$ cat src/rtl/mux_sel_scanner_pkg.sv
// Shared types and helpers for the mux select scanner: FSM states, channel
// geometry and the select stepping order (binary or Gray).
package mux_scan_pkg;

  localparam int N_CH  = 4;
  localparam int SEL_W = 2;

  typedef logic [SEL_W-1:0] sel_t;

  typedef enum logic [1:0] {
    IDLE   = 2'd0,
    SETTLE = 2'd1,
    SAMPLE = 2'd2
  } scan_state_e;

  // Gray order visits 0,1,3,2 so only one select line toggles per step.
  function automatic sel_t next_sel(input sel_t cur, input logic gray);
    sel_t nxt;
    if (gray) begin
      case (cur)
        2'd0:    nxt = 2'd1;
        2'd1:    nxt = 2'd3;
        2'd3:    nxt = 2'd2;
        default: nxt = 2'd0;
      endcase
    end else begin
      nxt = cur + 2'd1;
    end
    return nxt;
  endfunction

  function automatic sel_t last_sel(input logic gray);
    return gray ? 2'd2 : 2'd3;
  endfunction

endpackage

$ cat src/rtl/mux_sel_scanner_if.sv
// Bus between the scanner and the tt_um mux/pad logic: control inputs,
// the returned mux bit and the select/snapshot status outputs.
interface mux_sel_scanner_if
  import mux_scan_pkg::*;
();

  logic             ena;
  logic             mode_auto;
  logic             btn_step;
  logic             mux_out;
  logic [SEL_W-1:0] select;
  logic [N_CH-1:0]  snapshot;
  logic             snap_valid;
  logic             busy;

  modport master (
    output ena, mode_auto, btn_step, mux_out,
    input  select, snapshot, snap_valid, busy
  );

  modport slave (
    input  ena, mode_auto, btn_step, mux_out,
    output select, snapshot, snap_valid, busy
  );

endinterface

$ cat src/rtl/mux_sel_scanner_btn_debounce.sv
// Push-button conditioner: 2-FF synchroniser, stability counter and a
// one-cycle pulse on each rising edge of the debounced level.
module btn_debounce #(
  parameter int DEBOUNCE_CYCLES = 1024
) (
  input  logic clk,
  input  logic rst_n,
  input  logic i_ena,
  input  logic i_btn,
  output logic o_rise
);

  localparam int CNT_W = (DEBOUNCE_CYCLES > 2) ? $clog2(DEBOUNCE_CYCLES) : 1;

  logic             r_sync1;
  logic             r_sync2;
  logic             r_level;
  logic             r_level_q;
  logic [CNT_W-1:0] r_cnt;

  // NOTE: sequential state uses <= so every register samples pre-edge values.
  always_ff @(posedge clk or negedge rst_n) begin
    if (!rst_n) begin
      r_sync1   <= 1'b0;
      r_sync2   <= 1'b0;
      r_level   <= 1'b0;
      r_level_q <= 1'b0;
      r_cnt     <= '0;
    end else if (i_ena) begin
      r_sync1   <= i_btn;
      r_sync2   <= r_sync1;
      r_level_q <= r_level;
      if (r_sync2 != r_level) begin
        if (r_cnt == CNT_W'(DEBOUNCE_CYCLES - 1)) begin
          r_level <= r_sync2;
          r_cnt   <= '0;
        end else begin
          r_cnt <= r_cnt + 1'b1;
        end
      end else begin
        r_cnt <= '0;
      end
    end
  end

  assign o_rise = r_level & ~r_level_q;

endmodule

$ cat src/rtl/mux_sel_scanner.sv
// Mux select scanner: steps the 4:1 select on a prescaler tick or button,
// settles, then snapshots mux_out per channel. SCAN_GRAY_EN selects Gray order.
module mux_sel_scanner
  import mux_scan_pkg::*;
#(
  parameter int PERIOD          = 50000,
  parameter int DEBOUNCE_CYCLES = 1024,
  parameter int SETTLE_CYCLES   = 2
) (
  input  logic               clk,
  input  logic               rst_n,
  mux_sel_scanner_if.slave   bus
);

`ifdef SCAN_GRAY_EN
  localparam logic GRAY_ORDER = 1'b1;
`else
  localparam logic GRAY_ORDER = 1'b0;
`endif

  localparam int   PRE_W = (PERIOD > 2) ? $clog2(PERIOD) : 1;
  localparam int   CNT_W = $clog2(SETTLE_CYCLES + 1);
  localparam sel_t LAST  = last_sel(GRAY_ORDER);

  logic [PRE_W-1:0] r_presc;
  logic [CNT_W-1:0] r_cnt;
  scan_state_e      r_state;
  sel_t             r_select;
  logic [N_CH-1:0]  r_snapshot;
  logic             r_snap_valid;
  logic             r_busy;

  logic w_tick;
  logic w_manual;
  logic w_step;

  btn_debounce #(
    .DEBOUNCE_CYCLES (DEBOUNCE_CYCLES)
  ) u_btn_debounce (
    .clk    (clk),
    .rst_n  (rst_n),
    .i_ena  (bus.ena),
    .i_btn  (bus.btn_step),
    .o_rise (w_manual)
  );

  always_ff @(posedge clk or negedge rst_n) begin
    if (!rst_n) begin
      r_presc <= '0;
    end else if (bus.ena) begin
      if (!bus.mode_auto || w_tick) r_presc <= '0;
      else                          r_presc <= r_presc + 1'b1;
    end
  end

  assign w_tick = (r_presc == PRE_W'(PERIOD - 1));
  assign w_step = bus.ena & (bus.mode_auto ? w_tick : w_manual);

  // Steps arriving outside IDLE are simply not looked at, hence dropped.
  always_ff @(posedge clk or negedge rst_n) begin
    if (!rst_n) begin
      r_state      <= IDLE;
      r_cnt        <= '0;
      r_select     <= '0;
      r_snapshot   <= '0;
      r_snap_valid <= 1'b0;
      r_busy       <= 1'b0;
    end else if (!bus.ena) begin
      r_snap_valid <= 1'b0;
    end else begin
      r_snap_valid <= 1'b0;
      case (r_state)
        IDLE: begin
          if (w_step) begin
            r_select <= next_sel(r_select, GRAY_ORDER);
            r_cnt    <= '0;
            r_busy   <= 1'b1;
            r_state  <= SETTLE;
          end
        end
        SETTLE: begin
          r_cnt <= r_cnt + 1'b1;
          if (r_cnt == CNT_W'(SETTLE_CYCLES - 1)) r_state <= SAMPLE;
        end
        SAMPLE: begin
          r_snapshot[r_select] <= bus.mux_out;
          r_snap_valid         <= (r_select == LAST);
          r_busy               <= 1'b0;
          r_state              <= IDLE;
        end
        default: begin
          r_state <= IDLE;
          r_busy  <= 1'b0;
        end
      endcase
    end
  end

  assign bus.select     = r_select;
  assign bus.snapshot   = r_snapshot;
  assign bus.snap_valid = r_snap_valid;
  assign bus.busy       = r_busy;

endmodule
$ cat src/flat_wrapper.sv
// flat-port wrapper written by rule: the top's interface ports become plain ports
module mux_sel_scanner_flat import mux_scan_pkg::*;
#(
  parameter int PERIOD          = 50000,
  parameter int DEBOUNCE_CYCLES = 1024,
  parameter int SETTLE_CYCLES   = 2
)
  (clk, rst_n, bus_ena, bus_mode_auto, bus_btn_step, bus_mux_out, bus_select, bus_snapshot, bus_snap_valid, bus_busy);
  mux_sel_scanner_if bus_i ();
  input  logic clk;
  input  logic rst_n;
  input wire logic [$bits(bus_i.ena)-1:0] bus_ena;
  input wire logic [$bits(bus_i.mode_auto)-1:0] bus_mode_auto;
  input wire logic [$bits(bus_i.btn_step)-1:0] bus_btn_step;
  input wire logic [$bits(bus_i.mux_out)-1:0] bus_mux_out;
  output wire logic [$bits(bus_i.select)-1:0] bus_select;
  output wire logic [$bits(bus_i.snapshot)-1:0] bus_snapshot;
  output wire logic [$bits(bus_i.snap_valid)-1:0] bus_snap_valid;
  output wire logic [$bits(bus_i.busy)-1:0] bus_busy;
  assign bus_i.ena = bus_ena;
  assign bus_i.mode_auto = bus_mode_auto;
  assign bus_i.btn_step = bus_btn_step;
  assign bus_i.mux_out = bus_mux_out;
  assign bus_select = bus_i.select;
  assign bus_snapshot = bus_i.snapshot;
  assign bus_snap_valid = bus_i.snap_valid;
  assign bus_busy = bus_i.busy;
  mux_sel_scanner #(.PERIOD(PERIOD), .DEBOUNCE_CYCLES(DEBOUNCE_CYCLES), .SETTLE_CYCLES(SETTLE_CYCLES)) u_core (.clk(clk), .rst_n(rst_n), .bus(bus_i));
endmodule
$ cat config.mk
export PLATFORM = sky130hd
export DESIGN_NAME = mux_sel_scanner_flat
export DESIGN_NICKNAME = d
export VERILOG_FILES = /design/src/rtl/mux_sel_scanner_pkg.sv /design/src/rtl/mux_sel_scanner_if.sv /design/src/rtl/mux_sel_scanner_btn_debounce.sv /design/src/rtl/mux_sel_scanner.sv /design/src/flat_wrapper.sv
export SDC_FILE = /design/constraint.sdc
export NUM_CORES = 1
export LEC_CHECK = 0
export CAP_MARGIN = 0
export CORE_ASPECT_RATIO = 1.5
export CORE_MARGIN = 2
export CORE_UTILIZATION = 55
export CTS_CLUSTER_SIZE = 28
export DETAILED_ROUTE_END_ITERATION = 10
export PLACE_DENSITY = 0.75
export SLEW_MARGIN = 20
export SYNTH_ARGS = -nofsm -noshare
export SYNTH_HDL_FRONTEND = slang
export SYNTH_SLANG_ARGS = --single-unit
$ cat constraint.sdc
create_clock -name clk -period 6.1 [get_ports clk]
set_clock_uncertainty 0.05 [all_clocks]
set_input_delay 0.61 -clock clk [delete_from_list [all_inputs] [get_ports clk]]
set_output_delay 0.61 -clock clk [all_outputs]
set_load 0.01 [all_outputs]
* After elaboration in Yosys (flattened, before gate mapping)
Index checks and enable logic that the tools add are counted.
** Storage, ports and cells
- Bits in registers :: 42
- Bits of input ports :: 6
- Output and inout bits :: 8
- Word-level logic and storage cells :: 58
** Cells by class
- $add $sub $neg :: 4
- Order comparisons :: 2
- Eq/ne operators :: 9
- Mux-type cells :: 16
- Bitwise logic cells :: 4
- Reductions and logical operators :: 11
** Operators with widths (number)
- $mux 10 :: 2
- $add 16x1->16 const B :: 1
- $eq 16x16->1 const B :: 1
- $mux 16 :: 1
- $reduce_and 3->1 :: 5
- $add 10x1->10 const B :: 1
- $eq 10x10->1 const B :: 1
- $pmux 2 s2 :: 2
- $mux 2 :: 3
- $mux 1 :: 5
- $add 2x1->2 const B :: 2
- $bwmux 4 :: 1
- $eq 2x1->1 const B :: 2
- $eq 2x2->1 const B :: 2
- $ne 2x1->1 const B :: 2
- $lt 2x3->1 const B :: 1
- $and 1x1->1 :: 2
- $demux 1 s2 :: 1
- $ge 2x1->1 const B :: 1
- $logic_not 2->1 :: 1
- $not 1->1 :: 2
- $pmux 1 s2 :: 1
- $reduce_and 2->1 :: 1
- $reduce_bool 2->1 :: 1
- 4 further kinds :: 4

* Longest topological paths before layout
Gate-level depths: netlist of run 1.
- Depth in word-level cells :: 6
- Depth in mapped cells :: 6
- Mapped depth without buffers :: 5

* Hierarchy
Synthesis of run 1 repeated with hierarchy kept, for this count alone.
** Unflattened totals
- Cell total of the unflattened synthesis :: 219
- Area total of the unflattened synthesis :: 2280.9 µm²
** Modules (own cells, without submodules)
- mux_sel_scanner :: times used 1, cells an instance 150, area an instance 1539.0 µm², seq. area each 700.7 µm²
- btn_debounce :: times used 1, cells an instance 69, area an instance 742.0 µm², seq. area each 350.3 µm²

* Worst setup path after synthesis of run 1
OpenSTA, ideal clock, no wires.
- Kind :: reg-to-reg
- From :: reg u_core.r_presc[11]
- To :: reg u_core.r_select[1] (netlist: u_core.bus.select[1])
- Setup time :: 0.125 ns
- Arrival time :: 1.731 ns
- Required time :: 5.925 ns
- Setup slack :: 4.194 ns
- Stages on the path, launching flop included :: 5
- Path buffers :: 0
- Clock period less this slack :: 1.906 ns
- Path through :: dfrtp_1 or4b_4 nor4_4 o211ai_2 mux2_4
** Between the ends
- Longest elaborated chain between the ends :: 4
** Ends and longest elaborated chain
- from (decl) :: RTL line mux_sel_scanner.sv:25 : logic [PRE_W-1:0] r_presc;
- from (signal assigned) :: RTL line mux_sel_scanner.sv:52 : else r_presc <= r_presc + 1'b1;
- $eq 16x16->1 :: RTL line mux_sel_scanner.sv:56 : assign w_tick = (r_presc == PRE_W'(PERIOD - 1));
- $mux 1 :: RTL line mux_sel_scanner.sv:57 : assign w_step = bus.ena & (bus.mode_auto ? w_tick : w_manual);
- $and 1x1->1 :: RTL line mux_sel_scanner.sv:57
- $reduce_and 3->1 (no source line)
- to (signal assigned) :: RTL line mux_sel_scanner.sv:75 : r_select <= next_sel(r_select, GRAY_ORDER);
- to (decl) :: RTL line mux_sel_scanner.sv:28 : sel_t r_select;
No other way between the ends.
A chain may end at the register's enable or synchronous reset.

==> impl_metrics.env, run 1 <==
export IMPL_relSlewSlack_pct=38.5
export IMPL_synth_cells=210
export IMPL_p_clk_share_pct=36.3
export IMPL_cts_max_path_buffers=2
export IMPL_rows=27
export IMPL_die_w_um=55.2
export IMPL_swShare_pct=25.4
export IMPL_final_area_mm2=0.00242
export IMPL_cts_tree="yes"
export IMPL_p_per_area_mw_per_mm2=218
export IMPL_pwr_share_comb_pct=7.9
export IMPL_worstSetupPathType="in -> reg"
export IMPL_finalNetCount=240
export IMPL_drt_first_pass_iters=5
export IMPL_cts_made_buffers=5
export IMPL_yosys_warnings=0
export IMPL_drc_errors=0
export IMPL_clk_transition_reported_paths_ns=0.09
export IMPL_maxSlewViolCount=0
export IMPL_io_buffer_count=13
export IMPL_hold_viol=0
export IMPL_synth_edf_count=0
export IMPL_rsz0062_at_grt="false"
export IMPL_drt_wirelength_per_cell_um=15.3
export IMPL_p_int_uw=394
export IMPL_cp_startpoint="bus_ena"
export IMPL_holdBufCountCts=0
export IMPL_cp_max_fo=30
export IMPL_cts_sinks=42
export IMPL_drv_cap=0
export IMPL_num_io_pins=14
export IMPL_slowest_delay_ns=0.59
export IMPL_vias_per_cell=5.95
export IMPL_r2r_start="u_core.r_presc[11]"
export IMPL_synth_async_reset_ratio_pct=100
export IMPL_gr_total_overflow=0
export IMPL_grt_max_degree=43
export IMPL_antenna_cells=0
export IMPL_fmax_mhz=432
export IMPL_dieArea_mm2=0.00447
export IMPL_grt_antenna_before_repair=0
export IMPL_final_common_cell="dfrtp_1"
export IMPL_min_period_over_period_pct=37.9
export IMPL_grt_pass1_vias=1718
export IMPL_placed_cells=263
export IMPL_syn_area_mm2=0.00217
export IMPL_ys_flop_type="dfrtp_1"
export IMPL_die_h_um=80.9
export IMPL_ys_types=42
export IMPL_cp_start_kind="input port"
export IMPL_grt_pass1_wl_um=7420
export IMPL_layout_common_cells="dfrtp_1 (42), nor2_1 (18), o21ai_0 (16), nand2_1 (15), clkdlybuf4s50_1 (12)"
export IMPL_dr_first_iter_drc_count=49
export IMPL_fillCellCount=299
export IMPL_post_cts_setup_buffers=0
export IMPL_seqPwrFrac_pct=55.8
export IMPL_routed_wl_um=4150
export IMPL_synth_area_per_cell_um2=10.3
export IMPL_clock_latency_ns=0.31
export IMPL_ys_ff_latch=42
export IMPL_worstPathArrival_ns=2.49
export IMPL_hpwl_um=2940
export IMPL_drive_above_1_share_pct=11.4
export IMPL_placed_cell_area_mm2=0.00233
export IMPL_h_tree_depth=2
export IMPL_track_usage_pct=21.0
export IMPL_synth_nets=223
export IMPL_yosysSeqAreaShare_pct=48.5
export IMPL_worstPathRequired_ns=6.28
export IMPL_period_needed_ns=2.31
export IMPL_area_growth_pct=11.9
export IMPL_seq_area_mm2=0.00105
export IMPL_tns_ns=0
export IMPL_gp_congestion=0.784
export IMPL_worstMarginPinSlew_ns=0.923
export IMPL_start_util_pct=58.3
export IMPL_peakVddDrop_v=0.000185
export IMPL_vias=1612
export IMPL_end_kind="flop"
export IMPL_stdcell_count=271
export IMPL_finalSetupViolCount=0
export IMPL_path_cells="clkdlybuf4s50_1, buf_4, nand4_1, or4_1, a21oi_1"
export IMPL_status="finished clean"
export IMPL_design_core_area_mm2=0.00372
export IMPL_ant_nets=0
export IMPL_cts_resized_gates=0
export IMPL_min_path_type="in -> async"
export IMPL_p_sw_uw=134
export IMPL_slowest_stage="or4_1"
export IMPL_p_leak_uw=0.00106
export IMPL_multiInputGateArea_mm2=0.00105
export IMPL_cts_root_buf="clkbuf_8"
flip-flops by register name, indices dropped and copies added, names as in the netlist:
name	cells
u_core.r_presc	16
u_core.u_btn_debounce.r_cnt	10
u_core.bus.snapshot	4
u_core.bus.select	2
u_core.r_cnt	2
u_core.r_state	2
u_core.bus.busy	1
u_core.bus.snap_valid	1
u_core.u_btn_debounce.r_level	1
u_core.u_btn_debounce.r_level_q	1
u_core.u_btn_debounce.r_sync1	1
u_core.u_btn_debounce.r_sync2	1
power by group through the flow:
stage | Sequential (uW) | Clock, uW | Combinational, uW
2_1_floorplan | 298 | 0 | 26.1
5_1_grt | 296 | 205 | 48.4
4_1_cts | 294 | 195 | 42.7
3_5_place_dp | 300 | 0 | 42.7
6_report | 295 | 192 | 41.8
3_3_place_gp | 299 | 0 | 40.3
per-layer routing:
| metal | vias up | wire length, um | GRT usage, % |
|---|---|---|---|
| met5 | - | 0 | 0 |
| met4 | 0 | 76 | 9.76 |
| met3 | 5 | 114 | 4.46 |
| met2 | 25 | 2170 | 38.2 |
| met1 | 792 | 1790 | 23.3 |
| li1 | 790 | - | - |
critical path: cells and delay by family:
kind / cells / cell delay, ns
compound gates: 1 / 0.18
simple gates: 2 / 0.95
buf+inv: 2 / 0.75
through the flow:
step           utilization [%]  worst slack [ns]  hold WS (ns)  power [uW]
2_1_floorplan                -              4.19         0.264         324
3_3_place_gp              62.7              3.58         0.414         340
3_5_place_dp              62.7              3.44         0.417         343
4_1_cts                   65.2              3.76         0.414         532
5_1_grt                   65.2              3.57         0.462         550
6_report                  65.2              3.79         0.382         528
synthesized netlist by cell type, types with 2 or more instances:
cell	instances	area, um2
o2bb2ai_1	4	35.0
mux2i_1	2	20.0
or3_1	2	12.5
mux2_2	8	90.1
or4b_4	2	27.5
nor2_1	18	67.6
o31ai_1	4	30.0
nand3_1	11	55.1
nor2b_1	2	12.5
nand2_1	15	56.3
xnor2_1	10	87.6
and3_1	3	18.8
ha_1	7	87.6
clkbuf_1	2	7.51
xor2_1	2	17.5
a21o_1	3	22.5
o21ai_0	16	80.1
dfrtp_1	42	1050
or2_2	2	12.5
a21oi_1	5	25.0
inv_1	10	37.5
nand2b_1	3	18.8
nor3_1	7	35.0
nor4_1	6	37.5
nand4_1	7	43.8
final timing paths:
path / to / depth (start not counted) / slack [ns]
setup / recovery: u_core.r_presc[14] / 5 / 3.79
hold / removal: u_core.r_presc[12] / 1 / 0.38
setup reg to reg: u_core.r_presc[14] / 4 / 3.94
hold reg to reg: u_core.u_btn_debounce.r_cnt[6] / 1 / 0.43
max in group asynchronous: u_core.r_presc[0] / 1 / 5.03
min in group clk: u_core.u_btn_debounce.r_cnt[6] / 1 / 0.43
layout make-up:
type / instances / share of cell area, %
Clock inverter: 2 / 0.516
Inverter: 10 / 1.55
Sequential cell: 42 / 43.4
Multi-Input combinational cell: 154 / 43.5
Tap cell: 43 / 2.22
Timing Repair Buffer: 14 / 5.47
Clock buffer: 6 / 3.41
cells by family after synthesis:
group                    after synthesis  synth area share [%]
AO/OA/AOI/OAI                         40                  12.9
buffers and inverters                 14                  2.83
flip-flops                            42                  48.5
multiplexers                          11                  5.78
AND/OR/NAND/NOR                       84                  21.1
XOR/XNOR                              12                  4.85
adder cells (fa/ha/maj)                7                  4.04
Note: power is estimated with default switching activity, not from simulation.
==> run 2: changes to the inputs <==
==> constraint.sdc (replaced) <==
create_clock -name clk -period 2.34 [get_ports clk]
set_clock_uncertainty 0.05 [all_clocks]
set_input_delay 0.234 -clock clk [delete_from_list [all_inputs] [get_ports clk]]
set_output_delay 0.234 -clock clk [all_outputs]
set_load 0.01 [all_outputs]
==> run 2 against run 1 <==
Compared with the run above: combinational power rose to 2.6 times the previous value; hold slack worse by 0.38 ns; critical path depth down 1; worst setup slack worse by 3.6 ns; wire length up 4.6%; count of clock-buffer cells in the layout up 1; first-iteration DRC count down 37%; global-route usage down 0.88 points; sequential power rose to 2.6 times the previous value; non-clock buffer count up 2; final area down 0.15%; clock power up 130%; critical path type is now reg -> reg.
==> impl_metrics.env, run 2 (synthesized netlist as in run 1, its figures left out) <==
export IMPL_gp_congestion=0.793
export IMPL_die_h_um=80.9
export IMPL_die_w_um=55.2
export IMPL_grt_antenna_before_repair=0
export IMPL_dieArea_mm2=0.00447
export IMPL_cp_start_kind="flop"
export IMPL_start_util_pct=58.3
export IMPL_p_leak_uw=0.00106
export IMPL_cts_root_buf="clkbuf_8"
export IMPL_clock_latency_ns=0.30
export IMPL_period_needed_ns=2.20
export IMPL_cts_made_buffers=5
export IMPL_post_cts_setup_buffers=0
export IMPL_vias_per_cell=6.18
export IMPL_num_io_pins=14
export IMPL_maxSlewViolCount=0
export IMPL_drc_errors=0
export IMPL_pre_cts_ws_ns=0.166
export IMPL_regMostFlops="u_core.r_presc"
export IMPL_peakVddDrop_v=0.000497
export IMPL_ant_nets=0
export IMPL_path_cells="or4b_4, o41ai_4, and2_1, nor2_1"
export IMPL_finalSetupViolCount=0
export IMPL_fmax_mhz=454
export IMPL_worstPathRequired_ns=2.47
export IMPL_drive_above_1_share_pct=10.9
export IMPL_min_path_type="in -> async"
export IMPL_io_buffer_count=13
export IMPL_area_growth_pct=11.7
export IMPL_rsz0062_at_grt="false"
export IMPL_worstSetupPathType="reg -> reg"
export IMPL_layout_common_cells="dfrtp_1 (42), nor2_1 (18), o21ai_0 (16), nand2_1 (15), clkdlybuf4s50_1 (12)"
export IMPL_antenna_cells=0
export IMPL_cp_max_fo=10
export IMPL_hpwl_um=3100
export IMPL_clk_transition_reported_paths_ns=0.07
export IMPL_reg2reg_setup_slack_ns=0.14
export IMPL_hold_viol=0
export IMPL_tns_ns=0
export IMPL_end_kind="flop"
export IMPL_drt_wirelength_per_cell_um=16.0
export IMPL_worstMarginPinSlew_ns=0.909
export IMPL_min_period_over_period_pct=94.1
export IMPL_worstPathArrival_ns=2.33
export IMPL_routed_wl_um=4340
export IMPL_largest_reg_flops=16
export IMPL_total_power_uw=1320
export IMPL_vias=1680
export IMPL_grt_pass1_vias=1608
export IMPL_relSlewSlack_pct=39.4
export IMPL_cts_tree="yes"
export IMPL_grt_max_degree=43
export IMPL_drv_cap=0
export IMPL_rows=27
export IMPL_holdBufCountCts=0
export IMPL_design_core_area_mm2=0.00372
export IMPL_h_tree_depth=2
export IMPL_grt_pass1_wl_um=6990
export IMPL_status="finished clean"
export IMPL_finalNetCount=242
export IMPL_cts_max_path_buffers=2
export IMPL_dr_first_iter_drc_count=31
export IMPL_drt_first_pass_iters=4
export IMPL_gr_total_overflow=0
export IMPL_fin_ws_ns=0.138
export IMPL_cts_sinks=42
export IMPL_track_usage_pct=20.1
export IMPL_final_common_cell="dfrtp_1"
export IMPL_slowest_delay_ns=0.60
export IMPL_cts_resized_gates=0
export IMPL_p_per_area_mw_per_mm2=546
export IMPL_slowest_stage="or4b_4"
## run 2: cell count changes in the layout (fill, tap and decap cells not counted)
cell | before | now
clkbuf_1 | 0 | 2
clkinv_2 | 1 | 0
buf_4 | 1 | 3
clkinvlp_4 | 1 | 0
clkbuf_8 | 6 | 5
## run 2: per-layer routing
layer | up-vias | wire, um | global-route usage [%]
met4 | 0 | 65 | 8.78
li1 | 796 | - | -
met5 | - | 0 | 0
met3 | 8 | 153 | 4.62
met2 | 35 | 2420 | 37.7
met1 | 841 | 1710 | 21.3
## run 2: report_power, final
part / switching (uW) / internal [uW] / total (uW)
logic: 65.6 / 44.3 / 110
registers: 21.8 / 746 / 768
clock network: 238 / 205 / 443
## run 2: per-stage QoR
| stage | instance area (um2) | hold slack (ns) | cells | utilization, % |
|---|---|---|---|---|
| after detailed placement | 2340 | 0.367 | 265 | 63.1 |
| after floorplan | 2170 | -0.112 | 210 | - |
| after global routing | 2420 | 0.0983 | 272 | 65.1 |
| final | 2420 | 0.00409 | 272 | 65.1 |
| after global placement | 2340 | 0.350 | 265 | 63.1 |
| after CTS | 2420 | 0.0472 | 272 | 65.1 |
## run 2: path summary, 6_finish.rpt
path,startpoint,to,cells past startpoint
worst max register to register,u_core.r_presc[11],u_core.r_presc[10],4
worst min-delay path,rst_n,u_core.r_presc[13],1
max in group asynchronous,rst_n,u_core.r_cnt[0],1
min in group clk,u_core.u_btn_debounce.r_cnt[6],u_core.u_btn_debounce.r_cnt[6],1
worst max-delay path,u_core.r_presc[11],u_core.r_presc[10],4
worst min register to register,u_core.u_btn_debounce.r_cnt[6],u_core.u_btn_debounce.r_cnt[6],1
## run 2: worst max-delay path: cells and delay by family (launching register included)
family	cells	cell delay (ns)
flip-flops	1	0.45
AND/OR/NAND/NOR	3	1.12
AO/OA/AOI/OAI	1	0.45
## run 2: final cells by class
| type | count | area [um2] |
|---|---|---|
| clock buffers | 7 | 76.3 |
| flip-flops and latches | 42 | 1050 |
| fillers | 294 | 1300 |
| well taps | 43 | 53.8 |
| multi-input cells | 154 | 1050 |
| repair buffers | 16 | 148 |
| inverters | 10 | 37.5 |
==> run 3: changes to the inputs <==
--- a/config.mk
+++ b/config.mk
@@ -5,12 +5,12 @@
 export SDC_FILE = /design/constraint.sdc
 export NUM_CORES = 1
 export LEC_CHECK = 0
-export CAP_MARGIN = 0
 export CORE_ASPECT_RATIO = 1.5
 export CORE_MARGIN = 2
 export CORE_UTILIZATION = 55
 export CTS_CLUSTER_SIZE = 28
 export DETAILED_ROUTE_END_ITERATION = 10
+export GPL_ROUTABILITY_DRIVEN = 0
 export PLACE_DENSITY = 0.75
 export SLEW_MARGIN = 20
 export SYNTH_ARGS = -nofsm -noshare
==> results of run 3 <==
No change in the layout: final DEF, timing and power equal those of run 2.
==> edit: new RTL, settings of run 2 <==
Build with the macro `SCAN_GRAY_EN` defined.
--- a/src/rtl/mux_sel_scanner.sv
+++ b/src/rtl/mux_sel_scanner.sv
@@ -1,4 +1,6 @@
 // Mux select scanner: steps the 4:1 select on a prescaler tick or button,
 // settles, then snapshots mux_out per channel. SCAN_GRAY_EN selects Gray order.
+`define SCAN_GRAY_EN
+
 module mux_sel_scanner
   import mux_scan_pkg::*;
Behaviour: same outputs for any inputs over 10 cycles, from zero or initial values and one cycle with rst_n low; that may be too few to reach the edited logic, so the function may still have changed.
==> edit against run 2 <==
Sequential cell count did not move. Critical path type unchanged. Count of clock-buffer cells in the layout shrank 1. Wire length grew 3.1%. Synthesized area decreased by 0.46%. Sequential share of layout area shrank 0.42 points. Setup slack better by 0.073 ns. Final area is 0.98% higher. Total power rose by 3.9%. Utilization increased by 0.64 points.
==> edit: results (changes against run 2) <==
* Global placer's final weighted congestion at 0.828 (+4.4%)
* Leading cell types by count after synthesis: sky130_fd_sc_hd__dfrtp_1 (42), sky130_fd_sc_hd__nand2_1 (16), sky130_fd_sc_hd__nor2_1 (14), sky130_fd_sc_hd__o21ai_0 (14), sky130_fd_sc_hd__inv_1 (12)
* First-pass GRT wire length at 7.44 mm (+6.4%)
* Detailed-placement wirelength estimate at 3.27 mm (+5.4%)
* Net count reported at finish at 239 (-1.2%)
* Slew at the pin with the worst max-slew slack at 0.914 ns (+0.00559 ns)
* Count of buffers from port buffering at 13 (unchanged)
* Portion of the post-synthesis area used by sequential elements at 48.8% (+0.23 points)
* Iter 0 DRT Violations at 32 (+3.2%)
* Layout cells sized above 1 at 12.1% (+1.2 points)
* Slowest cell on crit path: sky130_fd_sc_hd__or4b_4
* Result of the run: complete, no violations
* Vias in the first global route at 1,686 (+4.9%)
* Worst IR drop on VDD at 0.473 mV (-4.8%)
* Leading cell types by total area after synthesis: sky130_fd_sc_hd__dfrtp_1 (49%), sky130_fd_sc_hd__mux2_2 (4.2%), sky130_fd_sc_hd__xnor2_1 (4.1%), sky130_fd_sc_hd__o21ai_0 (3.3%), sky130_fd_sc_hd__nand2_1 (2.8%)
* Syn_nets at 220 (-1.3%)
* Arrival time worst endpoint at 2.25 ns (-0.08 ns)
* Number of distinct standard cells referenced by the synthesized netlist at 43 (+2.4%)
* Clock slew at reported path FFs at 0.09 ns (+0.02 ns)
* Mean routed wirelength per cell at 16.3 µm (+2.4%)
* Maximum number of pins on one net before global-route repair at 43 (unchanged)
* Max clock buf depth at 2 (unchanged)
* Syn. warnings at 0 (unchanged)
* Leakage dissipation at 1.07 nW (+0.78%)
* All-layer global routing usage at 23.1% (+3.0 points)
-- edit: kinds of logic after synthesis --
logic type               synth area share (%)
multiplexers                             6.27
AO/OA/AOI/OAI                            12.7
AND/OR/NAND/NOR                          22.6
flip-flops                               48.8
XOR/XNOR                                 4.88
buffers and inverters                    3.13
adder cells (fa/ha/maj)                  1.74
-- edit: cell type report --
cell class	count	area, µm²
clock buffers	6	82.6
clock inverters	2	12.5
fillers	287	1270
inverters	12	45.0
multi-input cells	153	1040
flip-flops and latches	42	1050
well taps	43	53.8
repair buffers	16	160
-- edit: path summary, 6_finish.rpt --
check / start / slack, ns / cells past startpoint / endpoint
worst max-delay path: u_core.r_presc[10] / 0.21 / 4 / u_core.r_presc[13]
worst min-delay path: rst_n / 0.02 / 1 / u_core.bus.select[0]
worst max register to register: u_core.r_presc[10] / 0.21 / 4 / u_core.r_presc[13]
worst min register to register: u_core.u_btn_debounce.r_level_q / 0.47 / 1 / u_core.u_btn_debounce.r_level_q
max in group asynchronous: rst_n / 1.65 / 1 / u_core.u_btn_debounce.r_sync2
min in group clk: u_core.u_btn_debounce.r_level_q / 0.47 / 1 / u_core.u_btn_debounce.r_level_q
-- edit: repair_timing --
action / CTS / global route
hold buffers: 0 / 0
setup buffers: 0 / 0
endpoints found under the setup margin: 0 / 8
gates resized for setup: 0 / 1
-- edit: worst register-to-register path, cell delays in order (launching register included) --
cell                      delay (ns)
sky130_fd_sc_hd__dfrtp_1        0.45
sky130_fd_sc_hd__or4b_4         0.59
sky130_fd_sc_hd__o41ai_2        0.47
sky130_fd_sc_hd__and2_2         0.35
sky130_fd_sc_hd__nor2_1         0.09
-- edit: per-stage QoR --
| step | utilization [%] | instance area, µm² | worst slack [ns] | power (mW) | cells |
|---|---|---|---|---|---|
| after global placement | 63.2 | 2350 | 0.228 | 0.893 | 266 |
| after CTS | 65.7 | 2440 | 0.114 | 1.39 | 274 |
| final | 65.8 | 2440 | 0.211 | 1.37 | 274 |
| after detailed placement | 63.2 | 2350 | 0.149 | 0.902 | 266 |
| after floorplan | - | 2160 | 0.399 | 0.845 | 211 |
| after global routing | 65.8 | 2440 | 0.0908 | 1.43 | 274 |
-- edit: metal layers --
metal  up-vias  global-route usage, %  wire length, µm
met5         -                      0                0
met4         0                   8.78               79
met3        10                   3.90              115
met2        29                   42.0             2470
met1       850                   25.2             1810
li1        801                      -                -
-- edit: report_power, final --
part / leakage (nW) / switching (mW) / total (mW) / internal [mW]
registers: 0.561 / 0.0242 / 0.770 / 0.746
logic: 0.465 / 0.0660 / 0.115 / 0.0495
clock network: 0.0472 / 0.250 / 0.487 / 0.237
